**src/rtl/frame_color_classifier_if.sv**
```systemverilog
// Pixel-stream and result bundle for frame_color_classifier.
// The master side is the pixel source / result consumer, the slave side is the classifier.
interface frame_color_classifier_if #(
    parameter int CNT_W = 16
) ();
    logic              start;
    logic              pix_valid;
    logic [15:0]       pix_data;
    logic              pix_ready;
    logic              busy;
    logic              done;
    logic [CNT_W-1:0]  red_count;
    logic [CNT_W-1:0]  green_count;
    logic [CNT_W-1:0]  blue_count;
    logic [2:0]        dominant;
    logic              none;

    modport master (
        output start, pix_valid, pix_data,
        input  pix_ready, busy, done, red_count, green_count, blue_count, dominant, none
    );

    modport slave (
        input  start, pix_valid, pix_data,
        output pix_ready, busy, done, red_count, green_count, blue_count, dominant, none
    );
endinterface

```
**src/rtl/frame_color_classifier.sv**
```systemverilog
// Streaming dominant-colour classifier for RGB565 frames.
// Accepts N_PIXELS pixels per start, classifies each by a ratio test, keeps
// saturating per-class counts and reports a one-hot dominant colour at frame end.
module frame_color_classifier #(
    parameter int N_PIXELS  = 256,
    parameter int CNT_W     = 16,
    parameter int RATIO     = 2,
    parameter int MIN_COUNT = 1
) (
    input  logic                     i_clk,
    input  logic                     i_rst,
    frame_color_classifier_if.slave  io_pix
);
    // Product width: 6-bit channel times RATIO never overflows this.
    localparam int PW = 6 + $clog2(RATIO + 1);
    localparam int AW = $clog2(N_PIXELS + 1);

    localparam logic [PW-1:0]    RATIO_P  = PW'(RATIO);
    localparam logic [AW-1:0]    LAST_IDX = AW'(N_PIXELS - 1);
    localparam logic [CNT_W-1:0] CNT_MAX  = {CNT_W{1'b1}};
    localparam logic [CNT_W-1:0] MIN_C    = CNT_W'(MIN_COUNT);

    typedef enum logic [1:0] {
        S_IDLE  = 2'd0,
        S_RUN   = 2'd1,
        S_DRAIN = 2'd2,
        S_DONE  = 2'd3
    } state_t;

    // Saturating increment: holds at all-ones instead of wrapping.
    function automatic logic [CNT_W-1:0] f_sat_inc(input logic [CNT_W-1:0] cnt, input logic inc);
        if (inc && (cnt != CNT_MAX)) begin
            return cnt + CNT_W'(1);
        end else begin
            return cnt;
        end
    endfunction

    // Frame verdict {dominant[2:0], none}: a colour wins only with a strict
    // maximum that also reaches MIN_COUNT; anything else is "none".
    function automatic logic [3:0] f_result(input logic [CNT_W-1:0] r,
                                            input logic [CNT_W-1:0] g,
                                            input logic [CNT_W-1:0] b);
        logic [2:0] dom;
        dom[2] = (r > g) && (r > b) && (r >= MIN_C);
        dom[1] = (g > r) && (g > b) && (g >= MIN_C);
        dom[0] = (b > r) && (b > g) && (b >= MIN_C);
        return {dom, (dom == 3'b000)};
    endfunction

    state_t            r_state;
    state_t            w_state_nxt;
    logic              w_start_go;
    logic              w_accept;

    logic [AW-1:0]     r_acc_cnt;
    logic [2:0]        r_flag;
    logic [CNT_W-1:0]  r_red_count;
    logic [CNT_W-1:0]  r_green_count;
    logic [CNT_W-1:0]  r_blue_count;
    logic [CNT_W-1:0]  w_red_nxt;
    logic [CNT_W-1:0]  w_green_nxt;
    logic [CNT_W-1:0]  w_blue_nxt;

    logic              r_pix_ready;
    logic              r_busy;
    logic              r_done;
    logic [2:0]        r_dominant;
    logic              r_none;

    // Channel normalisation: R and B gain a zero LSB so all channels are 6-bit.
    logic [PW-1:0]     w_r6;
    logic [PW-1:0]     w_g6;
    logic [PW-1:0]     w_b6;
    logic [PW-1:0]     w_r_x;
    logic [PW-1:0]     w_g_x;
    logic [PW-1:0]     w_b_x;
    logic [2:0]        w_cls;

    assign w_r6  = {{(PW-6){1'b0}}, io_pix.pix_data[15:11], 1'b0};
    assign w_g6  = {{(PW-6){1'b0}}, io_pix.pix_data[10:5]};
    assign w_b6  = {{(PW-6){1'b0}}, io_pix.pix_data[4:0], 1'b0};
    assign w_r_x = w_r6 * RATIO_P;
    assign w_g_x = w_g6 * RATIO_P;
    assign w_b_x = w_b6 * RATIO_P;

    // Class flags {red, green, blue}; with RATIO >= 1 at most one can be set.
    always_comb begin
        w_cls    = 3'b000;
        w_cls[2] = (w_r6 > w_g_x) && (w_r6 > w_b_x);
        w_cls[1] = (w_g6 > w_r_x) && (w_g6 > w_b_x);
        w_cls[0] = (w_b6 > w_r_x) && (w_b6 > w_g_x);
    end

    // Frame sequencing: next state, start acceptance and pixel acceptance.
    always_comb begin
        w_state_nxt = r_state;
        w_start_go  = 1'b0;
        w_accept    = 1'b0;
        case (r_state)
            S_IDLE, S_DONE: begin
                if (io_pix.start) begin
                    w_start_go  = 1'b1;
                    w_state_nxt = S_RUN;
                end else begin
                    w_state_nxt = r_state;
                end
            end
            S_RUN: begin
                w_accept = io_pix.pix_valid;
                if (w_accept && (r_acc_cnt == LAST_IDX)) begin
                    w_state_nxt = S_DRAIN;
                end else begin
                    w_state_nxt = S_RUN;
                end
            end
            S_DRAIN: begin
                w_state_nxt = S_DONE;
            end
            default: begin
                w_state_nxt = S_IDLE;
            end
        endcase
    end

    // Stage-2 counter values; also the final counts the verdict is built from.
    always_comb begin
        w_red_nxt   = f_sat_inc(r_red_count,   r_flag[2]);
        w_green_nxt = f_sat_inc(r_green_count, r_flag[1]);
        w_blue_nxt  = f_sat_inc(r_blue_count,  r_flag[0]);
    end

    // State register and registered handshake outputs derived from the next state.
    always_ff @(posedge i_clk) begin
        if (i_rst) begin
            r_state     <= S_IDLE;
            r_pix_ready <= 1'b0;
            r_busy      <= 1'b0;
            r_done      <= 1'b0;
        end else begin
            r_state     <= w_state_nxt;
            r_pix_ready <= (w_state_nxt == S_RUN);
            r_busy      <= (w_state_nxt == S_RUN) || (w_state_nxt == S_DRAIN);
            r_done      <= (r_state == S_DRAIN);
        end
    end

    // Two-stage datapath: flags of the accepted pixel, then the class counters.
    always_ff @(posedge i_clk) begin
        if (i_rst) begin
            r_acc_cnt     <= '0;
            r_flag        <= 3'b000;
            r_red_count   <= '0;
            r_green_count <= '0;
            r_blue_count  <= '0;
        end else if (w_start_go) begin
            r_acc_cnt     <= '0;
            r_flag        <= 3'b000;
            r_red_count   <= '0;
            r_green_count <= '0;
            r_blue_count  <= '0;
        end else begin
            r_acc_cnt     <= w_accept ? (r_acc_cnt + AW'(1)) : r_acc_cnt;
            r_flag        <= w_accept ? w_cls : 3'b000;
            r_red_count   <= w_red_nxt;
            r_green_count <= w_green_nxt;
            r_blue_count  <= w_blue_nxt;
        end
    end

    // Verdict captured on the DRAIN->DONE transition and held until the next one.
    always_ff @(posedge i_clk) begin
        if (i_rst) begin
            r_dominant <= 3'b000;
            r_none     <= 1'b1;
        end else if (r_state == S_DRAIN) begin
            {r_dominant, r_none} <= f_result(w_red_nxt, w_green_nxt, w_blue_nxt);
        end else begin
            r_dominant <= r_dominant;
            r_none     <= r_none;
        end
    end

    assign io_pix.pix_ready   = r_pix_ready;
    assign io_pix.busy        = r_busy;
    assign io_pix.done        = r_done;
    assign io_pix.red_count   = r_red_count;
    assign io_pix.green_count = r_green_count;
    assign io_pix.blue_count  = r_blue_count;
    assign io_pix.dominant    = r_dominant;
    assign io_pix.none        = r_none;
endmodule
```
**src/flat_wrapper.sv**
```systemverilog
// flat-port wrapper written by rule: the top's interface ports become plain ports
module frame_color_classifier_flat 
#(
    parameter int N_PIXELS  = 256,
    parameter int CNT_W     = 16,
    parameter int RATIO     = 2,
    parameter int MIN_COUNT = 1
)
  (i_clk, i_rst, io_pix_start, io_pix_pix_valid, io_pix_pix_data, io_pix_pix_ready, io_pix_busy, io_pix_done, io_pix_red_count, io_pix_green_count, io_pix_blue_count, io_pix_dominant, io_pix_none);
  frame_color_classifier_if #(.CNT_W(CNT_W)) io_pix_i ();
  input  logic i_clk;
  input  logic i_rst;
  input wire logic [$bits(io_pix_i.start)-1:0] io_pix_start;
  input wire logic [$bits(io_pix_i.pix_valid)-1:0] io_pix_pix_valid;
  input wire logic [$bits(io_pix_i.pix_data)-1:0] io_pix_pix_data;
  output wire logic [$bits(io_pix_i.pix_ready)-1:0] io_pix_pix_ready;
  output wire logic [$bits(io_pix_i.busy)-1:0] io_pix_busy;
  output wire logic [$bits(io_pix_i.done)-1:0] io_pix_done;
  output wire logic [$bits(io_pix_i.red_count)-1:0] io_pix_red_count;
  output wire logic [$bits(io_pix_i.green_count)-1:0] io_pix_green_count;
  output wire logic [$bits(io_pix_i.blue_count)-1:0] io_pix_blue_count;
  output wire logic [$bits(io_pix_i.dominant)-1:0] io_pix_dominant;
  output wire logic [$bits(io_pix_i.none)-1:0] io_pix_none;
  assign io_pix_i.start = io_pix_start;
  assign io_pix_i.pix_valid = io_pix_pix_valid;
  assign io_pix_i.pix_data = io_pix_pix_data;
  assign io_pix_pix_ready = io_pix_i.pix_ready;
  assign io_pix_busy = io_pix_i.busy;
  assign io_pix_done = io_pix_i.done;
  assign io_pix_red_count = io_pix_i.red_count;
  assign io_pix_green_count = io_pix_i.green_count;
  assign io_pix_blue_count = io_pix_i.blue_count;
  assign io_pix_dominant = io_pix_i.dominant;
  assign io_pix_none = io_pix_i.none;
  frame_color_classifier #(.N_PIXELS(N_PIXELS), .CNT_W(CNT_W), .RATIO(RATIO), .MIN_COUNT(MIN_COUNT)) u_core (.i_clk(i_clk), .i_rst(i_rst), .io_pix(io_pix_i));
endmodule
```
**config.mk**
```make
export PLATFORM = sky130hd
export DESIGN_NAME = frame_color_classifier_flat
export DESIGN_NICKNAME = d
export VERILOG_FILES = /design/src/rtl/frame_color_classifier_if.sv /design/src/rtl/frame_color_classifier.sv /design/src/flat_wrapper.sv
export SDC_FILE = /design/constraint.sdc
export NUM_CORES = 1
export LEC_CHECK = 0
export CAP_MARGIN = 0
export CELL_PAD_IN_SITES_DETAIL_PLACEMENT = 0
export CELL_PAD_IN_SITES_GLOBAL_PLACEMENT = 2
export CORE_MARGIN = 4
export CORE_UTILIZATION = 29
export DETAILED_ROUTE_END_ITERATION = 7
export PLACE_DENSITY_LB_ADDON = 0.12
export SLEW_MARGIN = 20
export SYNTH_ARGS = -nofsm -noshare
export SYNTH_HDL_FRONTEND = slang
export SYNTH_SLANG_ARGS = --single-unit
```
**constraint.sdc**
```tcl
create_clock -name i_clk -period 9.5 [get_ports i_clk]
set_input_delay 0.95 -clock i_clk [delete_from_list [all_inputs] [get_ports i_clk]]
set_output_delay 0.95 -clock i_clk [all_outputs]
set_load 0.02 [all_outputs]
```
== Yosys cells after proc, flatten, opt, wreduce, memory -nomap -nowiden ==
Cells that the tools add are included.

* Register bits: 69
* Input bits: 20
* Output and inout port bits: 55
* Logic and storage cells: 68

* Add/subtract/negate cells: 4
* Magnitude comparators: 15
* Equality and inequality tests: 9
* Muxes and demuxes: 9
* Bitwise operators: 1
* Reductions and logical operators: 19

{| class="wikitable"
|+ Operators with widths
! cell !! count
|-
| > comparator 16 bit || 6
|-
| adder 16 x 1 -> 16 bit (second input constant) || 3
|-
| greater-or-equal comparator 16 x 1 -> 1 bit (second input constant) || 3
|-
| 2-to-1 mux 16 bit || 3
|-
| inequality test 16 bit (second input constant) || 3
|-
| > comparator 6 x 7 -> 1 bit || 6
|-
| logical AND 1 bit || 13
|-
| adder 9 x 1 -> 9 bit (second input constant) || 1
|-
| == test 9 x 8 -> 1 bit (second input constant) || 1
|-
| == test 2 bit (second input constant) || 3
|-
| case mux 2 bit (3 select lines) || 1
|-
| == test 2 x 1 -> 1 bit (second input constant) || 2
|-
| 2-to-1 mux 2 bit || 2
|-
| OR reduction 2 bit || 2
|-
| logical NOT 3 bit || 1
|-
| 2-to-1 mux 1 bit || 3
|-
| OR reduction 3 bit || 1
|-
| logical NOT 2 bit || 1
|-
| logical OR 1 bit || 1
|-
| NOT 1 bit || 1
|}

== Longest topological paths before layout ==
Gate-level depths: netlist (run 1).

* Depth in word-level cells: 7
* Gate-level depth with buffers: 17
* Gate-level depth less buffers: 16

== Worst setup path before layout (run 1) ==
Ideal clock, no wire load.

* Path kind: reg-to-reg
* Start point: register u_core.r_blue_count[1], in the netlist u_core.io_pix.blue_count[1]
* End point: register u_core.r_none, in the netlist u_core.io_pix.none
* Arrival time: 3.744 ns
* Setup slack: 5.633 ns
* Stages on the path, launching flop included: 17
* Clock period less this slack: 3.867 ns
* Path through: dfxtp_1 > ha_1 > nand4_1 > nor3_1 > nor3_1 > xnor2_1 > inv_1 > ha_1 > a21o_1 > a21o_1 > a221oi_1 > nand2_1 > a31oi_1 > o21a_1 > a22oi_1 > o31a_1 > a311o_1

* Cells in the longest elaborated chain, start to end: 7
* Elaborated cells between the ends (all ways): 16
* Classes of those cells: add/sub: 1; order compare: 5; eq/ne: 1; mux: 1; reduce/logical: 8

{| class="wikitable"
|+ RTL lines
! item !! line !! source
|-
| from (decl) || frame_color_classifier.sv:60 || <nowiki>logic [CNT_W-1:0] r_blue_count;</nowiki>
|-
| from (signal assigned) || frame_color_classifier.sv:167 || <nowiki>r_blue_count <= w_blue_nxt;</nowiki>
|-
| parallel branches: the longest is 2 deep, another holds adder 16 x 1 -> 16 bit || - ||
|-
| 2-to-1 mux 16 bit (*) || frame_color_classifier.sv:32 || <nowiki>if (inc && (cnt != CNT_MAX)) begin</nowiki>
|-
| net u_core.w_blue_nxt[13] || frame_color_classifier.sv:63 || <nowiki>logic [CNT_W-1:0] w_blue_nxt;</nowiki>
|-
| > comparator 16 bit, on equally long branches || frame_color_classifier.sv:47, frame_color_classifier.sv:45, frame_color_classifier.sv:46 ||
|-
| logical AND 1 bit, on equally long branches (2 in series) || frame_color_classifier.sv:47, frame_color_classifier.sv:45, frame_color_classifier.sv:46 ||
|-
| logical NOT 3 bit (*) || frame_color_classifier.sv:48 || <nowiki>return {dom, (dom == 3'b000)};</nowiki>
|-
| to (signal assigned) || frame_color_classifier.sv:177 || <nowiki>{r_dominant, r_none} <= f_result(w_red_nxt, w_green_nxt, w_blue_nxt);</nowiki>
|-
| to (signal assigned) || frame_color_classifier.sv:180 || <nowiki>r_none <= r_none;</nowiki>
|-
| to (decl) || frame_color_classifier.sv:69 || <nowiki>logic r_none;</nowiki>
|}

Mark *: on every way through the listed nets, which the timed path passes.
A chain may end at the register's enable or synchronous reset.

== Final worst setup path (run 1) ==
* Start point: register u_core.r_blue_count[0], in the netlist u_core.io_pix.blue_count[0]
* End point: register u_core.r_none, in the netlist u_core.io_pix.none

The elaborated chain is that of the path after synthesis.

==> results.tsv, run 1 <==
metric	value	unit
status	finished, final reports clean	
cts_tree	built	
io_buffer_count	74	
synthDistinctLibCells	57	
cts-resized-gates	0	
syn-instance-count	658	
fillerInstances	1883	
start_kind	flip-flop	
multi_input_area	3690	sq um
pwr-share-comb	7.9	%
clk_pin_slew	60	ps
fmax	226	MHz
critPathSlowestCell	nor3_1	
netlist.top_cell.by_area	dfxtp_1	
ant_nets	0	
seq_area	1380	sq um
setup_viol	0	
cp-startpoint	u_core.io_pix.blue_count[0]$_SDFF_PP0_	
reg2reg_slack	5080	ps
ys_ff_latch	69	
die_y	143	um
avgSynthCellArea	8.05	sq um
clock_latency	340	ps
peakVddDrop	0.0775	mV
design.die.area	20500	sq um
grt_start_max_net_pins	51	
critPathTopFamily	compound AO/OA/AOI/OAI gates	
initial_core_util	29.5	%
antenna_cells	0	
slew_headroom	40.2	%
drc	0	
rsz0062_at_grt	false	
cts_setup_buffers	0	
die_x	143	um
cts.sinks	69	
wl_per_cell	17.4	um
worstReg2RegEnd	u_core.io_pix.none$_SDFFE_PP1P_	
finalCritPeriodShare	46.6	%
clock-root-buffer	clkbuf_16	
synth-edff-count	0	
slowest_delay	520	ps
cpMostUsedCell	ha_1	
path_cells	ha_1, nand4_1, nor3_1, nor3b_1, xnor2_1, inv_1, ha_1, a21oi_1, o21ai_0, a221oi_1, nand2_1, a31oi_1, o21a_1, a22oi_1, o31a_1, a311o_1	
ys_seq_area_share	26.1	%
instances_no_fill	962	
postCtsHoldBufs	0	
hold_path.class	flip-flop to flip-flop	
yosysMostFrequentCell	nor2_1	
crit_buf_inv	1	
clkPwrFrac	50.3	%
path_max_fanout	11	
async_flop_share	0	%
gp_congestion	0.829	
critPathKind	flip-flop to flip-flop	
slew_violations	0	
synth-main-ff-cell	dfxtp_1	
final_nets	821	
yosysTopAreaCellShare	26.1	%
cp_data_required_time	9730	ps
hold_ws	484	ps
internal_power	523	uW
r2r_cells	16	
rows	49	
area_growth	24.2	%
r2r-start	u_core.io_pix.blue_count[0]$_SDFF_PP0_	
htreeDepth	3	
drive_gt1_share	4.23	%
io_pins	75	
dp.cells	946	
powerDensity	106	nW/um^2
yosys-top-cells-count	nor2_1 (76), ha_1 (73), dfxtp_1 (69)	
syn_nets	751	
crit_end	u_core.io_pix.none$_SDFFE_PP1P_	
max-cap-violations	0	
synth_warnings	0	
hold_violations	0	
ys_top_cells_by_area	dfxtp_1 (26%), ha_1 (17%), nor2_1 (5.4%), nand4_1 (4.6%), xnor2_1 (4.3%)	
vias_per_cell	5.23	
wl	16800	um
path_depth	16	
core_area	18000	sq um
period_minus_slack	4420	ps
tightest_slew	897	ps
vias	5035	
drt_iter0_markers	287	
synth.cell_area	5300	sq um
grt_pass1_wl	27300	um
first_global_vias	5108	
swShare	25.2	%
worst_slack	5080	ps
gr-total-overflow	0	
first_pass_iters	5	
cp.arrival	4650	ps
critPathCaptureType	flip-flop	
dp_slack	5060	ps
hpwlAfterDp	13500	um
antenna_found_initial	0	
clock_skew	11.8	ps
p_leak	0.00274	uW
seqPwrFrac	41.8	%
numCtsBuffers	9	
grtUsageTotal	17.0	%
switchingPower	176	uW
setup_tns	0	ps
clockBufferDepth	2	
[power groups by stage]
stage	Combinational [uW]	Sequential (uW)	Clock, uW
floorplan	32.0	300	0
global placement	54.6	299	0
detailed placement	56.0	299	0
CTS	56.5	292	364
global route	63.6	292	373
finish	55.3	292	352
[cell families after synthesis]
| logic type | after synthesis | share of synthesized area (%) |
|---|---|---|
| multiplexers | 2 | 0.401 |
| adder cells (fa/ha/maj) | 74 | 17.4 |
| buffers and inverters | 59 | 4.25 |
| flip-flops | 69 | 26.1 |
| XOR/XNOR | 44 | 7.27 |
| AO/OA/AOI/OAI | 121 | 15.6 |
| AND/OR/NAND/NOR | 289 | 29.0 |
[layer usage]
layer	GRT usage (%)	vias up	routed length [um]
li1	-	2540	-
met1	22.6	2356	7910
met2	27.7	125	7770
met3	3.88	14	851
met4	4.75	0	244
met5	0	-	0
[stage by stage]
stage | cell area, sq um | power (uW) | util, %
final | 6580 | 699 | 36.6
after floorplan | 5300 | 332 | -
after CTS | 6580 | 713 | 36.6
after global placement | 6270 | 353 | 34.9
after detailed placement | 6270 | 355 | 34.9
after global routing | 6580 | 729 | 36.6
[worst register-to-register path: stages (launching register included)]
cell and delay, ps:
dfxtp_1 510, ha_1 270, nand4_1 160, nor3_1 520, nor3b_1 140, xnor2_1 340
inv_1 150, ha_1 330, a21oi_1 150, o21ai_0 100, a221oi_1 460, nand2_1 110
a31oi_1 170, o21a_1 140, a22oi_1 90, o31a_1 330, a311o_1 350
[flip-flops by register name, summed over array words and instances (netlist names), 2 cells and up]
register / count
u_core.r_state: 2
u_core.r_acc_cnt: 9
u_core.r_flag: 3
u_core.io_pix.dominant: 3
u_core.io_pix.red_count: 16
u_core.io_pix.blue_count: 16
u_core.io_pix.green_count: 16
[area by class of cell]
class | count | share of cell area (%)
multi-input cells | 530 | 56.1
flip-flops and latches | 69 | 21.0
repair buffers | 76 | 11.5
well taps | 229 | 4.35
clock buffers | 9 | 3.42
inverters | 42 | 2.40
clock inverters | 7 | 1.22
[how the worst min path moves through the flow]
stage | end | depth (start not counted) | slack [ps] | startpoint
final | u_core.io_pix.dominant[2]$_SDFFE_PP0P_ | 2 | 480 | u_core.io_pix.dominant[2]$_SDFFE_PP0P_
after detailed placement | u_core.io_pix.dominant[2]$_SDFFE_PP0P_ | 2 | 470 | u_core.io_pix.dominant[2]$_SDFFE_PP0P_
after floorplan | u_core.r_acc_cnt[1]$_SDFFE_PP0P_ | 2 | 450 | u_core.r_acc_cnt[1]$_SDFFE_PP0P_
after global placement | u_core.io_pix.dominant[0]$_SDFFE_PP0P_ | 2 | 470 | u_core.io_pix.dominant[0]$_SDFFE_PP0P_
after global routing | u_core.io_pix.dominant[2]$_SDFFE_PP0P_ | 2 | 510 | u_core.io_pix.dominant[2]$_SDFFE_PP0P_
after CTS | u_core.r_acc_cnt[1]$_SDFFE_PP0P_ | 2 | 490 | u_core.r_acc_cnt[1]$_SDFFE_PP0P_
[placed cells by master (no fill, tap or decap), types with 13 or more instances in the layout]
master            n
nand4_1          39
nor2b_1          18
dfxtp_1          69
nor3_1           18
ha_1             73
nand2_1          38
o21ai_0          25
clkdlybuf4s50_1  74
nor2_1           76
xnor2_1          26
inv_1            42
and3_1           13
a21oi_1          30
xor2_1           18
nand3_1          24
(Power assumes the default switching activity.)
==> run 2, diff against run 1 <==
clock period = 3.9 ns   (was 9.5 ns; I/O delays follow)
==> run 2 against run 1 <==
Compared with the run above: global-route usage rose by 0.84 points; first-iteration DRC count rose by 24%; hold slack got worse by 3.2 ps; clock skew fell by 7.1 ps; final area rose by 12%; critical path type unchanged; setup slack got worse by 4900 ps; die area did not move; register-to-register slack got worse by 4900 ps.
==> results.tsv, run 2 (same netlist as run 1, synthesis figures left out) <==
metric	value	unit	change
utilization	41.2	%	+4.6 points
ant_nets	0		unchanged
multi_input_area	3840	sq um	+4.1%
core_area	18000	sq um	unchanged
cts.sinks	69		unchanged
start_kind	flip-flop		
place_area	6850	sq um	+9.2%
drive_gt1_share	19.0	%	+15 points
clock_latency	340	ps	about the same
p_leak	0.00319	uW	+16%
vias	5383		+6.9%
wl	18000	um	+7.4%
peakVddDrop	0.194	mV	+150%
critPathKind	flip-flop to flip-flop		
status	finished, final reports clean		
stdcell_area	7400	sq um	+12%
grtUsageTotal	17.8	%	+0.84 points
gp_congestion	0.899		+8.4%
grt_util_met1	23.9	%	+1.3 points
cp.arrival	3950	ps	-700 ps
antenna_cells	0		unchanged
path_max_fanout	4		-7
seq_area	1410	sq um	+1.9%
drt_iter0_markers	355		+24%
worstHoldEndpoint	u_core.io_pix.dominant[0]$_SDFFE_PP0P_		
worstReg2RegEnd	u_core.io_pix.none$_SDFFE_PP1P_		
r2r-start	u_core.io_pix.red_count[0]$_SDFF_PP0_		
period_minus_slack	3730	ps	-696 ps
first_global_vias	5276		+3.3%
hpwlAfterDp	14600	um	+8.7%
slew_headroom	48.3	%	+8.1 points
powerDensity	219	nW/um^2	+110%
vias_per_cell	5.12		-2.2%
hold_start	u_core.io_pix.dominant[0]$_SDFFE_PP0P_		
critPathSlowestCell	or4_4		
setup_viol	0		unchanged
grt_start_max_net_pins	35		-31%
wl_per_cell	17.1	um	-1.8%
first_pass_iters	4		-1
hold_path.class	flip-flop to flip-flop		
slew_violations	0		unchanged
slowest_delay	550	ps	+30 ps
fmax	268	MHz	+19%
reg2reg_slack	170	ps	-4900 ps
area_growth	39.6	%	
hold_violations	0		unchanged
clock_skew	4.61	ps	-7.15 ps
rows	49		unchanged
fillerInstances	1820		-3.3%
clockBufferDepth	2		unchanged
critPathCaptureType	flip-flop		
max-cap-violations	0		unchanged
r2r_cells	17		+1
die_x	143	um	unchanged
die_y	143	um	unchanged
final_nets	911		+11%
cp_data_required_time	4120	ps	-5610 ps
tightest_slew	775	ps	-122 ps
instances_no_fill	1052		+9.4%
clock-root-buffer	clkbuf_16		
dp.cells	1023		+8.1%
grt_pass1_wl	28500	um	+4.6%
design.die.area	20500	sq um	unchanged
htreeDepth	3		unchanged
use_met3	3.99	%	+0.10 points
final_cell_mix	buf_4 (92), nor2_1 (75), clkdlybuf4s50_1 (74)		
antenna_found_initial	0		unchanged
grtUsageMet2	28.6	%	+0.91 points
io_pins	75		unchanged
holdPathStages	2		unchanged
gr-total-overflow	0		unchanged
cts_tree	built		
crit_buf_inv	1		unchanged
drc	0		unchanged
hold_ws	481	ps	-3.24 ps
initial_core_util	29.5	%	unchanged
numCtsBuffers	9		unchanged
io_buffer_count	74		unchanged
layout_commonest_cell	buf_4		
postCtsHoldBufs	0		unchanged
clk_pin_slew	60	ps	about the same
cpMostUsedCell	nor2b_1		
grt-busiest-layer	met2		
path_cells	ha_4, nand3_1, or4_4, nor2b_1, nor2b_1, xnor2_1, buf_4, ha_1, a21oi_2, o21ai_1, a21oi_1, nand2_1, a31oi_1, o21a_1, a22oi_1, o31a_1, a311o_1		
critPathTopFamily	compound AO/OA/AOI/OAI gates		
finalCritPeriodShare	95.6	%	+49 points
-- run 2: cell count changes in the layout (fill, tap and decap cells not counted), sizes merged --
| cell | change |
|---|---|
| buf | +90 |
| clkbuf | +6 |
| inv | -3 |
| clkinvlp | -2 |
| bufinv | -1 |
-- run 2: how the worst max path moves through the flow --
stage | depth (start not counted) | startpoint | slack (ps) | endpoint
2_1_floorplan | 16 | u_core.io_pix.blue_count[1]$_SDFF_PP0_ | 30 | u_core.io_pix.none$_SDFFE_PP1P_
3_3_place_gp | 15 | u_core.io_pix.green_count[2]$_SDFF_PP0_ | 10 | u_core.io_pix.none$_SDFFE_PP1P_
3_5_place_dp | 15 | u_core.io_pix.green_count[2]$_SDFF_PP0_ | -20 | u_core.io_pix.none$_SDFFE_PP1P_
4_1_cts | 15 | u_core.io_pix.green_count[0]$_SDFF_PP0_ | 10 | u_core.io_pix.none$_SDFFE_PP1P_
5_1_grt | 17 | u_core.io_pix.red_count[1]$_SDFF_PP0_ | -40 | u_core.io_pix.none$_SDFFE_PP1P_
6_report | 17 | u_core.io_pix.red_count[0]$_SDFF_PP0_ | 170 | u_core.io_pix.none$_SDFFE_PP1P_
-- run 2: final cells by class --
type / instances / area share, %
clock buffers: 15 / 3.62
clock inverters: 1 / 0.0676
inverters: 42 / 2.13
multi-input cells: 530 / 51.9
flip-flops and latches: 69 / 19.0
well taps: 229 / 3.87
repair buffers: 166 / 19.3
-- run 2: where the power goes --
group / switching (uW) / internal [uW] / total (uW)
clock network: 303 / 465 / 768
registers: 2.40 / 709 / 711
logic: 75.2 / 62.4 / 138
-- run 2: tightest hold or removal path, cell delays in order (launching register included) --
cell and delay, ps:
dfxtp_1 310, nand2b_1 60, a21oi_1 60
-- run 2: per-stage QoR --
step	TNS [ps]	power, uW	worst slack, ps
detailed placement	-15.2	866	-15.2
global route	-50.4	1690	-36.8
global placement	0	862	14.5
CTS	0	1650	10.7
floorplan	0	809	33.4
finish	0	1620	172
-- run 2: what timing repair did --
item,in CTS,in global routing
setup buffers,0,13
hold endpoints to repair,0,0
endpoints found under the setup margin,1,3
resized for setup,1,46
pin swaps,0,18
-- run 2: per-layer routing --
| metal | routed length (um) | vias to the layer above | part of all wire (%) |
|---|---|---|---|
| met5 | 0 | - | 0 |
| met4 | 265 | 0 | 1.5 |
| met3 | 874 | 17 | 4.9 |
| met2 | 8300 | 134 | 46 |
| met1 | 8570 | 2514 | 48 |
| li1 | - | 2718 | - |
==> run 3, diff against run 2 <==
CORE_UTILIZATION = 30   (was 29)
==> run 3 against run 2 <==
Compared with the run above: sequential share of layout area fell by 0.27 points; critical path depth shrank 4; setup slack improved by 20 ps; non-clock buffer count up 3; hold slack worse by 4.4 ps; flip-flop and latch count unchanged.
==> results.tsv, run 3 (same netlist as run 1, synthesis figures left out) <==
metric	value	unit	change
status	finished, final reports clean		
io_buffer_count	74		unchanged
layout_commonest_cell	buf_4		
gr-total-overflow	0		unchanged
p_leak	0.00321	uW	+0.67%
postCtsHoldBufs	0		unchanged
cts_tree	built		
tightest_slew	640	ps	-135 ps
clockBufferDepth	2		unchanged
area_growth	41.1	%	
period_minus_slack	3710	ps	-20.1 ps
hold_path.class	flip-flop to flip-flop		
clock_skew	7.43	ps	+2.82 ps
drive_gt1_share	20.9	%	+1.9 points
ant_nets	0		unchanged
path_cells	and4_4, nand4_1, o21a_1, or2_2, ha_1, a21oi_1, o21ai_0, a21o_1, a211oi_2, nor2_1, a2111o_1, o31a_1, a311o_1		
vias	5380		-0.056%
instances_no_fill	1049		-0.29%
dp.cells	1023		unchanged
clock-root-buffer	clkbuf_16		
die_x	141	um	-1.6%
critPathKind	flip-flop to flip-flop		
hold_violations	0		unchanged
max-cap-violations	0		unchanged
core_area	17300	sq um	-3.7%
slowest_delay	420	ps	-130 ps
rows	48		-2.0%
io_pins	75		unchanged
htreeDepth	3		unchanged
clk_pin_slew	50	ps	about the same
hpwlAfterDp	14900	um	+1.8%
gp_congestion	0.852		-5.2%
critPathTopFamily	compound AO/OA/AOI/OAI gates		
fmax	270	MHz	+0.54%
wl	18400	um	+2.4%
numCtsBuffers	9		unchanged
grtUsageTotal	18.6	%	+0.81 points
slew_violations	0		unchanged
first_global_vias	5475		+3.8%
drt_iter0_markers	208		-41%
first_pass_iters	4		unchanged
initial_core_util	30.6	%	+1.1 points
finalCritPeriodShare	95.1	%	-0.52 points
powerDensity	221	nW/um^2	+1.2%
final_cell_mix	buf_4 (94), nor2_1 (74), clkdlybuf4s50_1 (74)		
cp_data_required_time	4120	ps	about the same
path_max_fanout	5		+1
clock_latency	340	ps	about the same
critPathCaptureType	flip-flop		
drc	0		unchanged
crit_buf_inv	0		-1
setup_viol	0		unchanged
slew_headroom	56.9	%	+8.6 points
wl_per_cell	17.6	um	+2.7%
cp.arrival	3930	ps	-20 ps
die_y	141	um	-1.6%
critPathSlowestCell	a2111o_1		
utilization	43.2	%	+2.1 points
antenna_cells	0		unchanged
cts.sinks	69		unchanged
design.die.area	19900	sq um	-3.2%
grt_pass1_wl	29300	um	+2.8%
vias_per_cell	5.13		+0.23%
setup_tns	0	ps	unchanged
final_nets	914		+0.33%
start_kind	flip-flop		
finalPower	1650	uW	+2.3%
peakVddDrop	0.185	mV	-4.9%
grt_start_max_net_pins	51		+46%
antenna_found_initial	0		unchanged
==> run 3: cell types whose count changed in the layout (fill, tap and decap cells not counted), sizes merged <==
| cell | change |
|---|---|
| clkbuf | -3 |
| buf | +3 |
| bufinv | +1 |
==> run 3: stage by stage <==
stage                     worst slack (ps)  instance area, sq um  hold WS [ps]
after floorplan                       33.4                  5300           454
after global placement                71.8                  6880           469
after detailed placement             -20.2                  6880           472
after CTS                             15.1                  7170           480
after global routing                 -5.10                  7480           521
final                                  192                  7480           476
==> run 3: tightest hold or removal path: cells and delay by family, from the launching register on <==
family,cells,cell delay (ps)
AND/OR/NAND/NOR,1,60
AO/OA/AOI/OAI,1,50
flip-flops,1,320
==> run 3: layout make-up <==
| type | count | area (sq um) |
|---|---|---|
| fillers | 1797 | 9820 |
| clock inverters | 2 | 35.0 |
| well taps | 225 | 282 |
| repair buffers | 169 | 1460 |
| clock buffers | 12 | 246 |
| flip-flops and latches | 69 | 1400 |
| multi-input cells | 530 | 3900 |
| inverters | 42 | 158 |
==> run 3: timing repair <==
item                       in CTS  in global routing
resized for setup               2                 64
setup endpoints to repair       1                  4
pin swaps                       1                 20
buffers inserted                0                 12
==> run 3: report_power, final <==
group | internal [uW] | switching (uW) | total, uW
clock network | 505 | 303 | 807
registers | 709 | 2.55 | 712
logic | 61.0 | 74.8 | 136
total | 1270 | 380 | 1650
==> run 3: final timing paths <==
kind | from | endpoint | slack [ps] | depth (start not counted)
hold reg to reg | u_core.r_acc_cnt[1]$_SDFFE_PP0P_ | u_core.r_acc_cnt[1]$_SDFFE_PP0P_ | 480 | 2
setup / recovery | u_core.io_pix.green_count[5]$_SDFF_PP0_ | u_core.io_pix.none$_SDFFE_PP1P_ | 190 | 13
setup reg to reg | u_core.io_pix.green_count[5]$_SDFF_PP0_ | u_core.io_pix.none$_SDFFE_PP1P_ | 190 | 13
hold / removal | u_core.r_acc_cnt[1]$_SDFFE_PP0P_ | u_core.r_acc_cnt[1]$_SDFFE_PP0P_ | 480 | 2
==> run 3: metal layers <==
metal	routed length, um	vias to the layer above	global-route usage [%]
met3	745	22	3.02
met4	341	0	6.37
met1	9060	2538	25.8
met5	0	-	0
met2	8300	99	29.5
li1	-	2721	-
